--- src/rtl/riscv_mc_controller_if.sv ---
// riscv_mc_controller_if
// Control bus between the multi-cycle RV32I datapath and its controller.
//   op, funct3, funct7b5 : instruction fields taken from the instruction register
//   Zero                 : ALU zero flag
//   PCWrite .. ALUControl: datapath enables and mux selects
//   IllegalOp            : one-cycle pulse on an unsupported instruction
//   State                : controller state code, for debug
// This bus has no valid/ready handshake. Every signal is a level that is
// meaningful in each clock cycle. The controller decodes its outputs from its
// state register and from the current inputs.
interface riscv_mc_controller_if;
  logic [6:0] op;
  logic [2:0] funct3;
  logic       funct7b5;
  logic       Zero;
  logic       PCWrite;
  logic       AdrSrc;
  logic       MemWrite;
  logic       IRWrite;
  logic       RegWrite;
  logic [1:0] ResultSrc;
  logic [1:0] ALUSrcA;
  logic [1:0] ALUSrcB;
  logic [1:0] ImmSrc;
  logic [1:0] ALUControl;
  logic       IllegalOp;
  logic [3:0] State;

  // The datapath (or the bench) side drives the instruction fields and Zero.
  modport master (
    output op, funct3, funct7b5, Zero,
    input  PCWrite, AdrSrc, MemWrite, IRWrite, RegWrite, ResultSrc,
           ALUSrcA, ALUSrcB, ImmSrc, ALUControl, IllegalOp, State
  );

  // The controller side drives the enables and selects.
  modport slave (
    input  op, funct3, funct7b5, Zero,
    output PCWrite, AdrSrc, MemWrite, IRWrite, RegWrite, ResultSrc,
           ALUSrcA, ALUSrcB, ImmSrc, ALUControl, IllegalOp, State
  );
endinterface

--- src/rtl/riscv_mc_controller.sv ---
// riscv_mc_controller
// Multi-cycle control FSM for the RV32I subset (lw, sw, R-type, I-ALU, jal, beq).
// It shares one memory and one ALU across the cycles of each instruction.
//   CLK : system clock, rising edge
//   RST : asynchronous active-high reset that forces FETCH
//   bus : slave side of riscv_mc_controller_if (instruction fields and Zero
//         come in; enables, selects, IllegalOp and the State debug code go out)
// The Moore outputs are decoded from the state register. PCWrite, ImmSrc,
// ALUControl and IllegalOp also depend on the current inputs.
module riscv_mc_controller (
  input logic                  CLK,
  input logic                  RST,
  riscv_mc_controller_if.slave bus
);

  typedef enum logic [3:0] {
    FETCH    = 4'd0,
    DECODE   = 4'd1,
    MEMADR   = 4'd2,
    MEMREAD  = 4'd3,
    MEMWB    = 4'd4,
    MEMWRITE = 4'd5,
    EXECUTER = 4'd6,
    ALUWB    = 4'd7,
    EXECUTEI = 4'd8,
    JAL      = 4'd9,
    BEQ      = 4'd10
  } state_t;

  localparam logic [6:0] OP_LW   = 7'b0000011;
  localparam logic [6:0] OP_SW   = 7'b0100011;
  localparam logic [6:0] OP_R    = 7'b0110011;
  localparam logic [6:0] OP_I    = 7'b0010011;
  localparam logic [6:0] OP_JAL  = 7'b1101111;
  localparam logic [6:0] OP_BEQ  = 7'b1100011;

  state_t state;

  // State register. Codes 11-15 cannot be reached normally. They fall back to FETCH.
  always_ff @(posedge CLK or posedge RST) begin
    if (RST) begin
      state <= FETCH;
    end else begin
      case (state)
        FETCH:    state <= DECODE;
        DECODE: begin
          case (bus.op)
            OP_LW, OP_SW: state <= MEMADR;
            OP_R:         state <= EXECUTER;
            OP_I:         state <= EXECUTEI;
            OP_JAL:       state <= JAL;
            OP_BEQ:       state <= BEQ;
            default:      state <= FETCH;
          endcase
        end
        MEMADR:   state <= bus.op[5] ? MEMWRITE : MEMREAD;
        MEMREAD:  state <= MEMWB;
        EXECUTER: state <= ALUWB;
        EXECUTEI: state <= ALUWB;
        JAL:      state <= ALUWB;
        default:  state <= FETCH;  // MEMWB, MEMWRITE, ALUWB, BEQ, unused codes
      endcase
    end
  end

  logic       pc_update;
  logic       branch;
  logic [1:0] alu_op;
  logic       adr_src;
  logic       mem_write;
  logic       ir_write;
  logic       reg_write;
  logic [1:0] result_src;
  logic [1:0] alu_src_a;
  logic [1:0] alu_src_b;
  logic       state_valid;

  // Moore decode of the state register.
  always_comb begin
    pc_update   = 1'b0;
    branch      = 1'b0;
    alu_op      = 2'b00;
    adr_src     = 1'b0;
    mem_write   = 1'b0;
    ir_write    = 1'b0;
    reg_write   = 1'b0;
    result_src  = 2'b00;
    alu_src_a   = 2'b00;
    alu_src_b   = 2'b00;
    state_valid = 1'b1;
    case (state)
      FETCH: begin
        ir_write   = 1'b1;
        alu_src_b  = 2'b10;
        result_src = 2'b10;
        pc_update  = 1'b1;
      end
      DECODE: begin
        // OldPC + ImmExt gives the branch target, which is ready before BEQ.
        alu_src_a = 2'b01;
        alu_src_b = 2'b01;
      end
      MEMADR: begin
        alu_src_a = 2'b10;
        alu_src_b = 2'b01;
      end
      MEMREAD:  adr_src = 1'b1;
      MEMWB: begin
        result_src = 2'b01;
        reg_write  = 1'b1;
      end
      MEMWRITE: begin
        adr_src   = 1'b1;
        mem_write = 1'b1;
      end
      EXECUTER: begin
        alu_src_a = 2'b10;
        alu_op    = 2'b10;
      end
      EXECUTEI: begin
        alu_src_a = 2'b10;
        alu_src_b = 2'b01;
        alu_op    = 2'b10;
      end
      ALUWB:    reg_write = 1'b1;
      JAL: begin
        alu_src_a = 2'b01;
        alu_src_b = 2'b10;
        pc_update = 1'b1;
      end
      BEQ: begin
        alu_src_a = 2'b10;
        alu_op    = 2'b01;
        branch    = 1'b1;
      end
      default:  state_valid = 1'b0;
    endcase
  end

  logic       op_supported;
  logic       funct3_bad;
  logic [1:0] alu_control;
  logic [1:0] imm_src;

  assign op_supported = (bus.op == OP_LW) || (bus.op == OP_SW) || (bus.op == OP_R) ||
                        (bus.op == OP_I)  || (bus.op == OP_JAL) || (bus.op == OP_BEQ);

  // ALU decoder. Subtraction needs both R-type (op[5]) and funct7b5, so addi
  // with imm[10] set still adds.
  always_comb begin
    alu_control = 2'b00;
    funct3_bad  = 1'b0;
    case (alu_op)
      2'b01: alu_control = 2'b01;
      2'b10: begin
        case (bus.funct3)
          3'b000:  alu_control = (bus.op[5] & bus.funct7b5) ? 2'b01 : 2'b00;
          3'b110:  alu_control = 2'b11;
          3'b111:  alu_control = 2'b10;
          default: funct3_bad  = 1'b1;
        endcase
      end
      default: alu_control = 2'b00;
    endcase
  end

  always_comb begin
    imm_src = 2'b00;
    case (bus.op)
      OP_SW:   imm_src = 2'b01;
      OP_BEQ:  imm_src = 2'b10;
      OP_JAL:  imm_src = 2'b11;
      default: imm_src = 2'b00;
    endcase
    if (!state_valid) imm_src = 2'b00;
  end

  // Zero drives PCWrite combinationally within the BEQ cycle.
  assign bus.PCWrite    = pc_update | (branch & bus.Zero);
  assign bus.AdrSrc     = adr_src;
  assign bus.MemWrite   = mem_write;
  assign bus.IRWrite    = ir_write;
  assign bus.RegWrite   = reg_write;
  assign bus.ResultSrc  = result_src;
  assign bus.ALUSrcA    = alu_src_a;
  assign bus.ALUSrcB    = alu_src_b;
  assign bus.ImmSrc     = imm_src;
  assign bus.ALUControl = alu_control;
  assign bus.IllegalOp  = ((state == DECODE) && !op_supported) ||
                          (((state == EXECUTER) || (state == EXECUTEI)) && funct3_bad);
  assign bus.State      = state;

endmodule

--- src/flat_wrapper.sv ---
// flat-port wrapper written by rule: the top's interface ports become plain ports
module riscv_mc_controller_flat 
  (CLK, RST, bus_op, bus_funct3, bus_funct7b5, bus_Zero, bus_PCWrite, bus_AdrSrc, bus_MemWrite, bus_IRWrite, bus_RegWrite, bus_ResultSrc, bus_ALUSrcA, bus_ALUSrcB, bus_ImmSrc, bus_ALUControl, bus_IllegalOp, bus_State);
  riscv_mc_controller_if bus_i ();
  input logic CLK;
  input logic RST;
  input wire logic [$bits(bus_i.op)-1:0] bus_op;
  input wire logic [$bits(bus_i.funct3)-1:0] bus_funct3;
  input wire logic [$bits(bus_i.funct7b5)-1:0] bus_funct7b5;
  input wire logic [$bits(bus_i.Zero)-1:0] bus_Zero;
  output wire logic [$bits(bus_i.PCWrite)-1:0] bus_PCWrite;
  output wire logic [$bits(bus_i.AdrSrc)-1:0] bus_AdrSrc;
  output wire logic [$bits(bus_i.MemWrite)-1:0] bus_MemWrite;
  output wire logic [$bits(bus_i.IRWrite)-1:0] bus_IRWrite;
  output wire logic [$bits(bus_i.RegWrite)-1:0] bus_RegWrite;
  output wire logic [$bits(bus_i.ResultSrc)-1:0] bus_ResultSrc;
  output wire logic [$bits(bus_i.ALUSrcA)-1:0] bus_ALUSrcA;
  output wire logic [$bits(bus_i.ALUSrcB)-1:0] bus_ALUSrcB;
  output wire logic [$bits(bus_i.ImmSrc)-1:0] bus_ImmSrc;
  output wire logic [$bits(bus_i.ALUControl)-1:0] bus_ALUControl;
  output wire logic [$bits(bus_i.IllegalOp)-1:0] bus_IllegalOp;
  output wire logic [$bits(bus_i.State)-1:0] bus_State;
  assign bus_i.op = bus_op;
  assign bus_i.funct3 = bus_funct3;
  assign bus_i.funct7b5 = bus_funct7b5;
  assign bus_i.Zero = bus_Zero;
  assign bus_PCWrite = bus_i.PCWrite;
  assign bus_AdrSrc = bus_i.AdrSrc;
  assign bus_MemWrite = bus_i.MemWrite;
  assign bus_IRWrite = bus_i.IRWrite;
  assign bus_RegWrite = bus_i.RegWrite;
  assign bus_ResultSrc = bus_i.ResultSrc;
  assign bus_ALUSrcA = bus_i.ALUSrcA;
  assign bus_ALUSrcB = bus_i.ALUSrcB;
  assign bus_ImmSrc = bus_i.ImmSrc;
  assign bus_ALUControl = bus_i.ALUControl;
  assign bus_IllegalOp = bus_i.IllegalOp;
  assign bus_State = bus_i.State;
  riscv_mc_controller u_core (.CLK(CLK), .RST(RST), .bus(bus_i));
endmodule
--- config.mk ---
export PLATFORM = sky130hd
export DESIGN_NAME = riscv_mc_controller_flat
export DESIGN_NICKNAME = d
export VERILOG_FILES = /design/src/rtl/riscv_mc_controller_if.sv /design/src/rtl/riscv_mc_controller.sv /design/src/flat_wrapper.sv
export SDC_FILE = /design/constraint.sdc
export NUM_CORES = 1
export LEC_CHECK = 0
export ABC_CLOCK_PERIOD_IN_PS = 1800
export BUFFER_PORTS_ARGS = -buffer_cell sky130_fd_sc_hd__buf_2
export CAP_MARGIN = 0
export CORE_MARGIN = 10
export CORE_UTILIZATION = 32
export DETAILED_ROUTE_END_ITERATION = 8
export GPL_TIMING_DRIVEN = 1
export SLEW_MARGIN = 20
export SYNTH_ARGS = -nofsm -noshare
export SYNTH_HDL_FRONTEND = slang
export SYNTH_SLANG_ARGS = --single-unit
--- constraint.sdc ---
create_clock -name CLK -period 1.8 [get_ports CLK]
set_input_delay 0.09 -clock CLK [delete_from_list [all_inputs] [get_ports CLK]]
set_output_delay 0.09 -clock CLK [all_outputs]
set_load 0.05 [all_outputs]
# Word-level counts from Yosys, hierarchy flattened
# Index checks and enable logic that the tools add are counted.
# totals
input_bits	14
wordCells	68
regBits	4
out_inout_bits	20
# op_classes
n_reduce_logical	23
eq_ne	20
bitwise_logic	3
mux	21
# op_table
cell	n
$pmux W4 S5	2
$pmux W2 S2	5
$eq A4 B3 Y1 const B	4
$eq A7 B6 Y1 const B	2
$eq A7 B7 Y1 const B	2
$eq A4 B4 Y1 const B	3
$pmux W2 S3	2
$reduce_or A2 Y1	6
$reduce_or A11 Y1	1
$mux W1	10
$reduce_or A3 Y1	3
$eq A4 B2 Y1 const B	2
$eq A7 B2 Y1 const B	1
$eq A7 B5 Y1 const B	1
$logic_or A1 B1 Y1	7
$eq A3 B3 Y1 const B	2
$eq A4 B1 Y1 const B	1
$logic_not A4 Y1	1
$reduce_or A4 Y1	1
$logic_not A3 Y1	1
$mux W3	1
$and A1 B1 Y1	2
$eq A2 B1 Y1 const B	1
$eq A2 B2 Y1 const B	1
other kinds (4)	5

# Longest topological paths before layout
# Gate-level depths: netlist of the first run.
# logic_depth
word_depth	9
ltp_mapped	8
ltp_nobuf	7

# Worst setup path before layout of the first run
# OpenSTA, ideal clock, no wires.
# synth_path
path_type	flip-flop to output port
from	register u_core.state[2], in the netlist u_core.bus.State[2]
to	output bus_ResultSrc[1]
n_path_buf	3
arrival_ps	2993
stages_incl_launch_ff	5
setup_slack_ps	-1283
t_required_ps	1710
path_cell_list	dfrtp_1 > clkbuf_1 > clkbuf_1 > nor4_1 > buf_4
# synth_between
elab_chain_cells	2
elab_cells_between_ends	3
cone_classes	1 x eq/ne; 1 x mux; 1 x reduce/logical
# synth_rtl
element	line_no	source
from (decl)	riscv_mc_controller.sv:37	state_t state;
from (signal assigned)	riscv_mc_controller.sv:56	MEMADR: state <= bus.op[5] ? MEMWRITE : MEMREAD;
$eq A4 B3 Y1 / $logic_not A4 Y1 (equally long branches)	riscv_mc_controller.sv:91	case (state)
$pmux W2 S2 (*)	riscv_mc_controller.sv:91	
to (decl)	flat_wrapper.sv:16	output wire logic [$bits(bus_i.ResultSrc)-1:0] bus_ResultSrc;
# Mark *: on every way between the ends. The rest lies on a longest branch, timed or not.

# Final worst setup path of the first run
# layout_path
from	register u_core.state[1], in the netlist u_core.bus.State[1]
to	output bus_IllegalOp
# layout_between
elab_chain_cells	7
elab_cells_between_ends	12
cone_classes	5 x eq/ne; 2 x mux; 5 x reduce/logical
# layout_rtl
element	line_no	source
$eq A4 B4 Y1 / $eq A4 B3 Y1 (equally long branches)	riscv_mc_controller.sv:91, riscv_mc_controller.sv:190	
$reduce_or A2 Y1 (no source line)	--	
$pmux W2 S2	riscv_mc_controller.sv:91	
$eq A2 B2 Y1	riscv_mc_controller.sv:153	case (alu_op)
$mux W1	riscv_mc_controller.sv:153	
$logic_and A1 B1 Y1	riscv_mc_controller.sv:190	(((state == EXECUTER) || (state == EXECUTEI)) && funct3_bad);
$logic_or A1 B1 Y1 (*)	riscv_mc_controller.sv:189	assign bus.IllegalOp = ((state == DECODE) && !op_supported) ||
to (decl)	flat_wrapper.sv:21	output wire logic [$bits(bus_i.IllegalOp)-1:0] bus_IllegalOp;
# Marks and branches as above.

==> results of run 1 <==
critical path: stages (launching register included):
cell,delay (ns)
dfrtp_2,0.41
or3b_4,0.37
a21o_1,0.18
inv_2,0.06
ha_4,0.12
or3b_4,0.38
o32ai_4,0.10
buf_6,0.19
layer usage:
layer | vias to the layer above | track usage (%)
li1 | 391 | -
met3 | 2 | 3.53
met1 | 339 | 11.7
met4 | 0 | 3.28
met2 | 28 | 16.5
met5 | - | 0
how the worst max path moves through the flow:
stage / to / startpoint
2_1_floorplan: bus_IllegalOp / u_core.bus.State[2]
3_3_place_gp: bus_IllegalOp / u_core.bus.State[1]
3_5_place_dp: bus_IllegalOp / u_core.bus.State[1]
4_1_cts: bus_IllegalOp / u_core.bus.State[2]
5_1_grt: bus_IllegalOp / u_core.bus.State[2]
6_report: bus_IllegalOp / u_core.bus.State[1]
logic make-up (layout without fill, tap and decap cells):
group,count (synthesis),after routing
adders and majority gates,2,2
xor gates and xnor gates,2,2
and+or+nand+nor,45,45
AOI/OAI and AO/OA,17,17
DFF,4,4
buffers and inverters,11,59
final cells by class:
class	count	area share [%]
clock buffers	4	2.38
multi-input cells	66	53.5
repair buffers	51	30.6
well taps	25	2.83
inverters	4	1.36
flip-flops and latches	4	9.40
layout by cell type, fill, tap and decap left out, types with 3 or more instances in the layout:
| master | synthesis | routed |
|---|---|---|
| nor2_1 | 9 | 9 |
| a21oi_1 | 5 | 3 |
| dfrtp_2 | 0 | 3 |
| nand3_1 | 3 | 3 |
| inv_1 | 3 | 3 |
| nor2b_1 | 5 | 3 |
| buf_4 | 1 | 16 |
| buf_2 | 2 | 28 |
| buf_6 | 0 | 4 |
| nand2b_1 | 3 | 3 |
| nand2_1 | 3 | 3 |
| clkbuf_4 | 0 | 4 |
stage by stage:
step | setup slack [ns] | cell area [µm²] | TNS, ns | hold slack (ns) | power (W)
after floorplan | -0.438 | 718 | -1.26 | -0.144 | 0.000858
after global placement | -0.221 | 960 | -0.316 | -0.0263 | 0.00108
after detailed placement | -0.226 | 960 | -0.332 | -0.0243 | 0.00108
after CTS | -0.374 | 1050 | -0.896 | 0.179 | 0.00125
after global routing | -0.440 | 1100 | -1.01 | 0.192 | 0.00136
final | -0.363 | 1100 | -0.755 | 0.182 | 0.00128
Yosys cell counts (2+ instances only):
library cell,n
nor2_1,9
a21oi_1,5
nor2b_1,5
clkbuf_1,4
dfrtp_1,4
a211oi_1,3
and3_1,3
inv_1,3
nand2_1,3
nand2b_1,3
nand3_1,3
nor3_1,3
a21o_1,2
buf_2,2
ha_1,2
nor3b_1,2
o31ai_1,2
or4b_1,2
power by group:
group	leakage (nW)	switching, W	internal, W	total [W]
clock	0.0150	0.0000481	0.0000839	0.000132
sequential	0.0480	0.0000201	0.000107	0.000127
combinational	0.451	0.000675	0.000348	0.00102
total	0.514	0.000743	0.000539	0.00128
what timing repair did:
action / 4_1_cts / 5_1_grt
hold buffers: 1 / 0
setup endpoints to repair: 4 / 5
buffers inserted: 2 / 4
resized for setup: 12 / 6
hold endpoints to repair: 4 / 0
pin swaps: 3 / 1
==> results.py, run 1 <==
metrics = {
    "run_status": {
        "status": "complete, but fails checks",
        "violations": "negative setup slack",
    },
    "clocking": {
        "clock_sinks": 4,
        "clk_pin_slew_ns": 0.04,
        "cts_tree": "done",
        "h-tree-depth": 1,
        "clk_latency_ns": 0.24,
        "cts_buffers": 3,
        "clk_path_buf_depth": 2,
        "clk_root_buffer_cell": "clkbuf_4",
    },
    "place": {
        "place.gp.congestion": 0.795,
        "place_inst": 144,
        "portBuffers": 33,
        "hpwlAfterDp_um": 1620,
    },
    "setup_path": {
        "r2r_cells": 5,
        "endpoint_kind": "output pin",
        "cp.arrival_ns": 2.07,
        "cp_data_required_time_ns": 1.71,
        "r2r_start": "u_core.bus.State[3]",
        "path_class": "register to output pin",
        "crit_path_start_kind": "register",
        "crit_fanout": 2,
        "r2r_setup_slack_ns": 0.23,
        "worstReg2RegEnd": "u_core.bus.State[1]",
    },
    "synthesis": {
        "synth_cell_types": 39,
        "syn_nets": 97,
        "synth_warnings": 0,
        "yosysSeqAreaShare_pct": 16.6,
        "synthSimpleGateAreaFrac_pct": 48.2,
        "synth_top_area_share_pct": 16.6,
        "yosys.area.top_type": "dfrtp_1",
        "ys_seq_elements": 4,
        "ys.flop_type": "dfrtp_1",
        "synth_compound_area_share_pct": 20.3,
        "synth-edff-count": 0,
        "async_reset_ff_share_pct": 100,
        "syn_area_um2": 604,
        "synthAdderAreaFrac_pct": 4.14,
        "syn_area_per_cell_um2": 7.46,
        "synthMuxAreaShare_pct": 0,
        "synth_xor_area_share_pct": 2.90,
        "postSynthCellCount": 81,
        "synth_top_family_by_area": "simple AND/OR/NAND/NOR gates",
        "yosys-top-cells-area": "dfrtp_1, nor2_1, nor2b_1",
    },
    "detailed_routing": {
        "top_layer": "met4",
        "m1WireLength_um": 907,
        "dr.pass1.iters": 4,
        "wl_met3_um": 181,
        "vias": 760,
        "drt_iter0_drc": 15,
        "drt-total-wl_um": 2030,
        "vias_per_cell": 4.94,
        "drc": 0,
        "wl_met2_um": 919,
        "drtAntennaViolNets": 0,
        "routedWlPerCell_um": 13.2,
    },
    "min_path": {
        "whs_endpoint": "u_core.bus.State[1]",
        "min_from": "bus_op[1]",
        "hold_depth": 3,
        "worstHoldPathType": "input port to register",
    },
    "job": {
        "drv_cap": 0,
    },
    "global_route": {
        "grt.overflow.total": 0,
        "antenna_found_initial": 0,
        "grt_usage_pct": 10.0,
        "grt_max_degree": 19,
        "grt_pass1_vias": 782,
        "grt_pass1_wl_um": 3520,
    },
    "timing": {
        "worst_slew_pin_slew_ns": 0.292,
        "hold_viol_final": 0,
        "period_share_pct": 120,
        "final-setup-viol-count": 3,
        "max_slew_margin_pct": 80.3,
        "rsz0062_at_grt": "true",
        "finalClockSkew_ns": 0.00185,
        "min_period_ns": 2.16,
        "fmax_mhz": 462,
        "setup_ws_ns": -0.363,
        "final-max-slew-violation-count": 0,
    },
    "power_and_ir_drop": {
        "ir_drop_mv": 0.555,
        "power_density_nw_per_um2": 1160,
        "leakage_nw": 0.514,
    },
    "cells_and_area": {
        "antenna_cells": 0,
        "fillCellCount": 182,
        "multi_input_area_um2": 591,
        "final-seq-area_um2": 104,
        "utilization_pct": 62.6,
        "largest_reg_flops": 4,
        "areaGrowthSynthToFinish_pct": 82.8,
        "drive_gt1_share_pct": 59.7,
        "fin_nets": 146,
        "final_cell_count_no_fill": 154,
    },
    "die": {
        "initial_core_util_pct": 34.3,
        "core-area_um2": 1760,
        "die_w_um": 63.5,
        "fp.dieArea_um2": 4030,
        "die_h_um": 63.5,
        "rows": 15,
        "io_pins": 34,
    },
}
(Power assumes the default switching activity.)
==> inputs of run 2 (changes only) <==
- CORE_MARGIN: 10 -> 2
==> run 2 against run 1 <==
  * The flow still finishes with violations (negative setup slack)
  * Fmax shrank 0.72%
  * Wire length down 4.3%
  * Worst hold slack improved by 0.0038 ns
  * Die area is 44% lower
  * Cell count is 0.65% lower
  * Clock-buffer cell count is the same
  * Design area grew 3.3%
  * Critical endpoint unchanged
  * Highest routed layer unchanged
==> results.py, run 2 (synthesized netlist as in run 1, its figures left out) <==
metrics = {
    "global_route": {
        "grt_max_degree": 19,
        "grt.overflow.total": 0,
        "grt_pass1_vias": 669,
        "grt_pass1_wl_um": 2880,
        "grt_usage_pct": 17.9,
        "antenna_found_initial": 0,
    },
    "timing": {
        "final-max-slew-violation-count": 0,
        "fin_setup_tns_ns": -0.667,
        "hold_viol_final": 0,
        "worst_slew_pin_slew_ns": 0.301,
        "period_share_pct": 121,
        "max_slew_margin_pct": 79.6,
        "final-setup-viol-count": 3,
        "min_period_ns": 2.18,
        "setup_ws_ns": -0.378,
        "whs_ns": 0.185,
        "finalClockSkew_ns": 0.00484,
        "rsz0062_at_grt": "true",
        "fmax_mhz": 459,
    },
    "die": {
        "core-area_um2": 1750,
        "die_w_um": 47.5,
        "fp.dieArea_um2": 2250,
        "rows": 15,
        "die_h_um": 47.5,
        "initial_core_util_pct": 34.6,
        "io_pins": 34,
    },
    "clocking": {
        "cts_buffers": 3,
        "clock_sinks": 4,
        "cts_tree": "done",
        "h-tree-depth": 1,
        "clk_root_buffer_cell": "clkbuf_4",
        "clk_latency_ns": 0.25,
        "clk_path_buf_depth": 2,
        "clk_pin_slew_ns": 0.04,
    },
    "cells_and_area": {
        "largest_reg_flops": 4,
        "areaGrowthSynthToFinish_pct": 88.8,
        "fillCellCount": 156,
        "antenna_cells": 0,
        "multi_input_area_um2": 613,
        "drive_gt1_share_pct": 63.3,
        "final_cell_mix": "buf_2, buf_4, nor2_1",
        "final_cell_count_no_fill": 153,
        "fin_nets": 145,
        "final-seq-area_um2": 105,
        "utilization_pct": 65.4,
        "layout_commonest_cell": "buf_2",
    },
    "run_status": {
        "status": "complete, but fails checks",
        "violations": "negative setup slack",
    },
    "detailed_routing": {
        "drt-total-wl_um": 1940,
        "routedWlPerCell_um": 12.7,
        "drtAntennaViolNets": 0,
        "vias": 797,
        "vias_per_cell": 5.21,
        "drt_iter0_drc": 14,
        "dr.pass1.iters": 4,
        "drc": 0,
    },
    "min_path": {
        "worstHoldPathType": "input port to register",
        "min_from": "bus_op[0]",
    },
    "setup_path": {
        "path_class": "register to output pin",
        "crit_path_start_kind": "register",
        "cp.arrival_ns": 2.09,
        "startpoint": "u_core.bus.State[1]",
        "cp_data_required_time_ns": 1.71,
        "endpoint_kind": "output pin",
        "r2r_start": "u_core.bus.State[1]",
        "crit_fanout": 3,
    },
    "place": {
        "hpwlAfterDp_um": 1390,
        "pre_cts_slack_ns": -0.229,
        "place.gp.congestion": 0.739,
        "portBuffers": 33,
        "place_inst": 143,
    },
    "power_and_ir_drop": {
        "ir_drop_mv": 0.479,
        "leakage_nw": 0.523,
        "power_density_nw_per_um2": 1170,
    },
    "job": {
        "drv_cap": 0,
    },
}
==> run 2: path summary, 6_finish.rpt <==
check	endpoint	slack, ns	cells past startpoint
worst max-delay path	bus_IllegalOp	-0.38	7
worst min-delay path	u_core.bus.State[1]	0.19	3
worst max register to register	u_core.bus.State[1]	0.17	6
worst min register to register	u_core.bus.State[1]	0.71	3
max in group asynchronous	u_core.bus.State[2]	1.36	3
min in group asynchronous	u_core.bus.State[0]	0.27	3
==> run 2: repair_timing <==
action / in CTS / in global routing
setup buffers: 0 / 6
gates cloned: 0 / 0
hold buffers: 1 / 0
endpoints found under the hold margin: 4 / 0
gates resized for setup: 8 / 24
endpoints found under the setup margin: 4 / 5
pin swaps: 1 / 1
==> run 2: metrics by stage <==
| stage | power, W | area [µm²] |
|---|---|---|
| floorplan | 0.000858 | 718 |
| global placement | 0.00106 | 952 |
| detailed placement | 0.00107 | 952 |
| CTS | 0.00124 | 1020 |
| global route | 0.00141 | 1140 |
| finish | 0.00133 | 1140 |
==> run 2: final cells by class <==
class,instances,area share (%)
multi-input combinational,66,53.7
timing repair buffer,50,30.7
sequential,4,9.21
tap,25,2.74
clock buffer,4,2.30
inverter,4,1.32
==> run 2: report_power, final <==
| group | internal (W) | switching [W] |
|---|---|---|
| clock network | 0.0000838 | 0.0000453 |
| registers | 0.000109 | 0.0000265 |
| logic | 0.000386 | 0.000680 |
==> run 2: worst max-delay path, stage by stage, from the launching register on <==
cell     delay, ns
dfrtp_2       0.39
or3b_4        0.40
a21o_1        0.19
inv_2         0.06
ha_4          0.12
or3b_4        0.38
o32ai_4       0.11
buf_6         0.19
==> run 2: layer usage <==
layer	up-vias	GRT usage, %	wire length, µm
met2	42	29.5	1030
met1	366	23.7	749
met5	-	0	0
met4	0	8.33	23
met3	2	1.51	135
li1	387	-	-
==> inputs of run 3 (changes only) <==
- BUFFER_PORTS_ARGS: -buffer_cell sky130_fd_sc_hd__buf_2 -> -buffer_cell sky130_fd_sc_hd__clkbuf_2
- CORE_MARGIN: 2 -> unset
==> run 3 against run 2 <==
  * The flow still finishes with violations (negative setup slack)
  * Global-route usage grew 3.8 points
  * Core utilization grew 6.2 points
  * Die area shrank 8.3%
  * Clock power is essentially flat
  * Sequential cell count is the same
  * Register-to-register slack lost 0.06 ns
  * Fmax shrank 0.28%
  * Non-clock buffer count grew 5
  * Via count shrank 0.13%
  * Clock skew is essentially flat
  * Largest cell class unchanged
==> results.py, run 3 (synthesized netlist as in run 1, its figures left out) <==
metrics = {
    "setup_path": {
        "worstPathCellList": "or3b_4 > a21o_1 > inv_2 > ha_4 > or3b_4 > o32ai_4 > buf_8",
        "crit_path_start_kind": "register",
        "crit_fanout": 2,
        "endpoint_kind": "output pin",
        "worstReg2RegEnd": "u_core.bus.State[1]",
        "cp.arrival_ns": 2.09,
        "r2r_cells": 7,
        "cp_num_cells": 7,
        "startpoint": "u_core.bus.State[1]",
        "slowest_delay_ns": 0.40,
        "critPathBufInv": 2,
        "r2r_start": "u_core.bus.State[1]",
        "path_delay_family": "simple AND/OR/NAND/NOR gates",
        "r2r_setup_slack_ns": 0.11,
        "crit_path_end": "bus_IllegalOp",
        "cp_data_required_time_ns": 1.71,
        "critPathMostFrequentCell": "or3b_4",
        "cpMaxStageDelayCell": "or3b_4",
        "path_class": "register to output pin",
    },
    "clocking": {
        "clk_latency_ns": 0.25,
        "cts_tree": "done",
        "clock_sinks": 4,
        "h-tree-depth": 1,
        "clk_pin_slew_ns": 0.04,
        "clk_path_buf_depth": 2,
        "clk_root_buffer_cell": "clkbuf_4",
        "cts_buffers": 3,
    },
    "cells_and_area": {
        "fillCellCount": 152,
        "areaGrowthSynthToFinish_pct": 107,
        "drive_gt1_share_pct": 66.9,
        "final_cell_mix": "clkbuf_2, buf_4, nor2_1",
        "multi_input_area_um2": 644,
        "final-seq-area_um2": 104,
        "fin_nets": 150,
        "largest_reg_flops": 4,
        "finalInstanceArea_um2": 1250,
        "antenna_cells": 0,
        "utilization_pct": 71.6,
        "final_cell_count_no_fill": 158,
        "layout_commonest_cell": "clkbuf_2",
    },
    "power_and_ir_drop": {
        "switchingPower_w": 0.000778,
        "power.share.sequential_pct": 9.4,
        "power_density_nw_per_um2": 1120,
        "power_frac_clock_pct": 9.3,
        "intPower_w": 0.000626,
        "leakage_nw": 0.560,
        "ir_drop_mv": 0.688,
        "pwr-share-comb_pct": 81.3,
        "swShare_pct": 55.4,
    },
    "timing": {
        "period_share_pct": 121,
        "whs_ns": 0.178,
        "setup_ws_ns": -0.384,
        "fin_setup_tns_ns": -1.02,
        "final-setup-viol-count": 3,
        "rsz0062_at_grt": "true",
        "finalClockSkew_ns": 0.00501,
        "min_period_ns": 2.18,
        "max_slew_margin_pct": 75.0,
        "fmax_mhz": 458,
        "worst_slew_pin_slew_ns": 0.370,
        "hold_viol_final": 0,
        "final-max-slew-violation-count": 0,
    },
    "detailed_routing": {
        "vias": 796,
        "drc": 0,
        "routedWlPerCell_um": 13.2,
        "vias_per_cell": 5.04,
        "drt_iter0_drc": 13,
        "drt-total-wl_um": 2090,
        "dr.pass1.iters": 4,
        "drtAntennaViolNets": 0,
    },
    "global_route": {
        "use_met2_pct": 38.6,
        "use_met1_pct": 25.9,
        "grt_pass1_vias": 751,
        "grt_usage_pct": 21.7,
        "grt_busiest_layer": "met2",
        "antenna_found_initial": 0,
        "grt.overflow.total": 0,
        "grt_max_degree": 19,
        "grt_pass1_wl_um": 3210,
        "grt.met3_usage_pct": 1.59,
    },
    "job": {
        "drv_cap": 0,
    },
    "die": {
        "core-area_um2": 1750,
        "rows": 15,
        "die_w_um": 45.5,
        "fp.dieArea_um2": 2070,
        "die_h_um": 45.5,
        "initial_core_util_pct": 34.6,
        "io_pins": 34,
    },
    "place": {
        "post_dp_cell_area_um2": 960,
        "portBuffers": 33,
        "hpwlAfterDp_um": 1360,
        "place_inst": 144,
        "place.gp.congestion": 0.695,
    },
    "run_status": {
        "status": "complete, but fails checks",
        "violations": "negative setup slack",
    },
    "min_path": {
        "worstHoldPathType": "input port to register",
    },
}
-- run 3: cell count changes in the layout (fill, tap and decap cells not counted), sizes merged --
cell / change
clkbuf: +25
buf: -20
-- run 3: repair_timing --
action	4_1_cts	5_1_grt
resized for setup	25	30
buffers inserted	10	1
gates cloned	0	0
hold buffers	1	0
endpoints found under the setup margin	5	11
endpoints found under the hold margin	4	0
pin swaps	5	4
-- run 3: power groups by stage --
stage | logic, W | clock network [W] | registers (W)
after floorplan | 0.000674 | 0 | 0.000184
after global placement | 0.000951 | 0 | 0.000126
after detailed placement | 0.000960 | 0 | 0.000127
after CTS | 0.00105 | 0.000136 | 0.000131
after global routing | 0.00120 | 0.000139 | 0.000135
final | 0.00114 | 0.000130 | 0.000132
-- run 3: worst min-delay path by stage --
stage	depth (start not counted)	from	slack, ns	endpoint
after global routing	3	bus_op[1]	0.20	u_core.bus.State[1]
after CTS	3	bus_op[1]	0.18	u_core.bus.State[1]
after floorplan	1	RST	-0.14	u_core.bus.State[0]
after global placement	2	RST	-0.04	u_core.bus.State[0]
after detailed placement	2	RST	-0.04	u_core.bus.State[0]
final	3	bus_op[1]	0.18	u_core.bus.State[1]
-- run 3: per-layer routing --
layer	up-vias	part of all wire (%)
li1	397	-
met1	369	42
met2	28	54
met3	2	3.7
met4	0	0.48
met5	-	0
-- run 3: metrics by stage --
step	setup slack, ns	power [W]
5_1_grt	-0.450	0.00147
6_report	-0.384	0.00140
2_1_floorplan	-0.438	0.000858
4_1_cts	-0.404	0.00132
3_3_place_gp	-0.234	0.00108
3_5_place_dp	-0.246	0.00109
-- run 3: worst min-delay path, stage by stage --
cell and delay [ns]:
clkbuf_2 0.11, nand4bb_4 0.12, o31ai_2 0.07
-- run 3: area by class of cell --
class / count / area share (%)
Multi-Input combinational cell: 66 / 51.6
Timing Repair Buffer: 55 / 33.9
Sequential cell: 4 / 8.31
Tap cell: 25 / 2.50
Clock buffer: 4 / 2.10
Inverter: 4 / 1.60
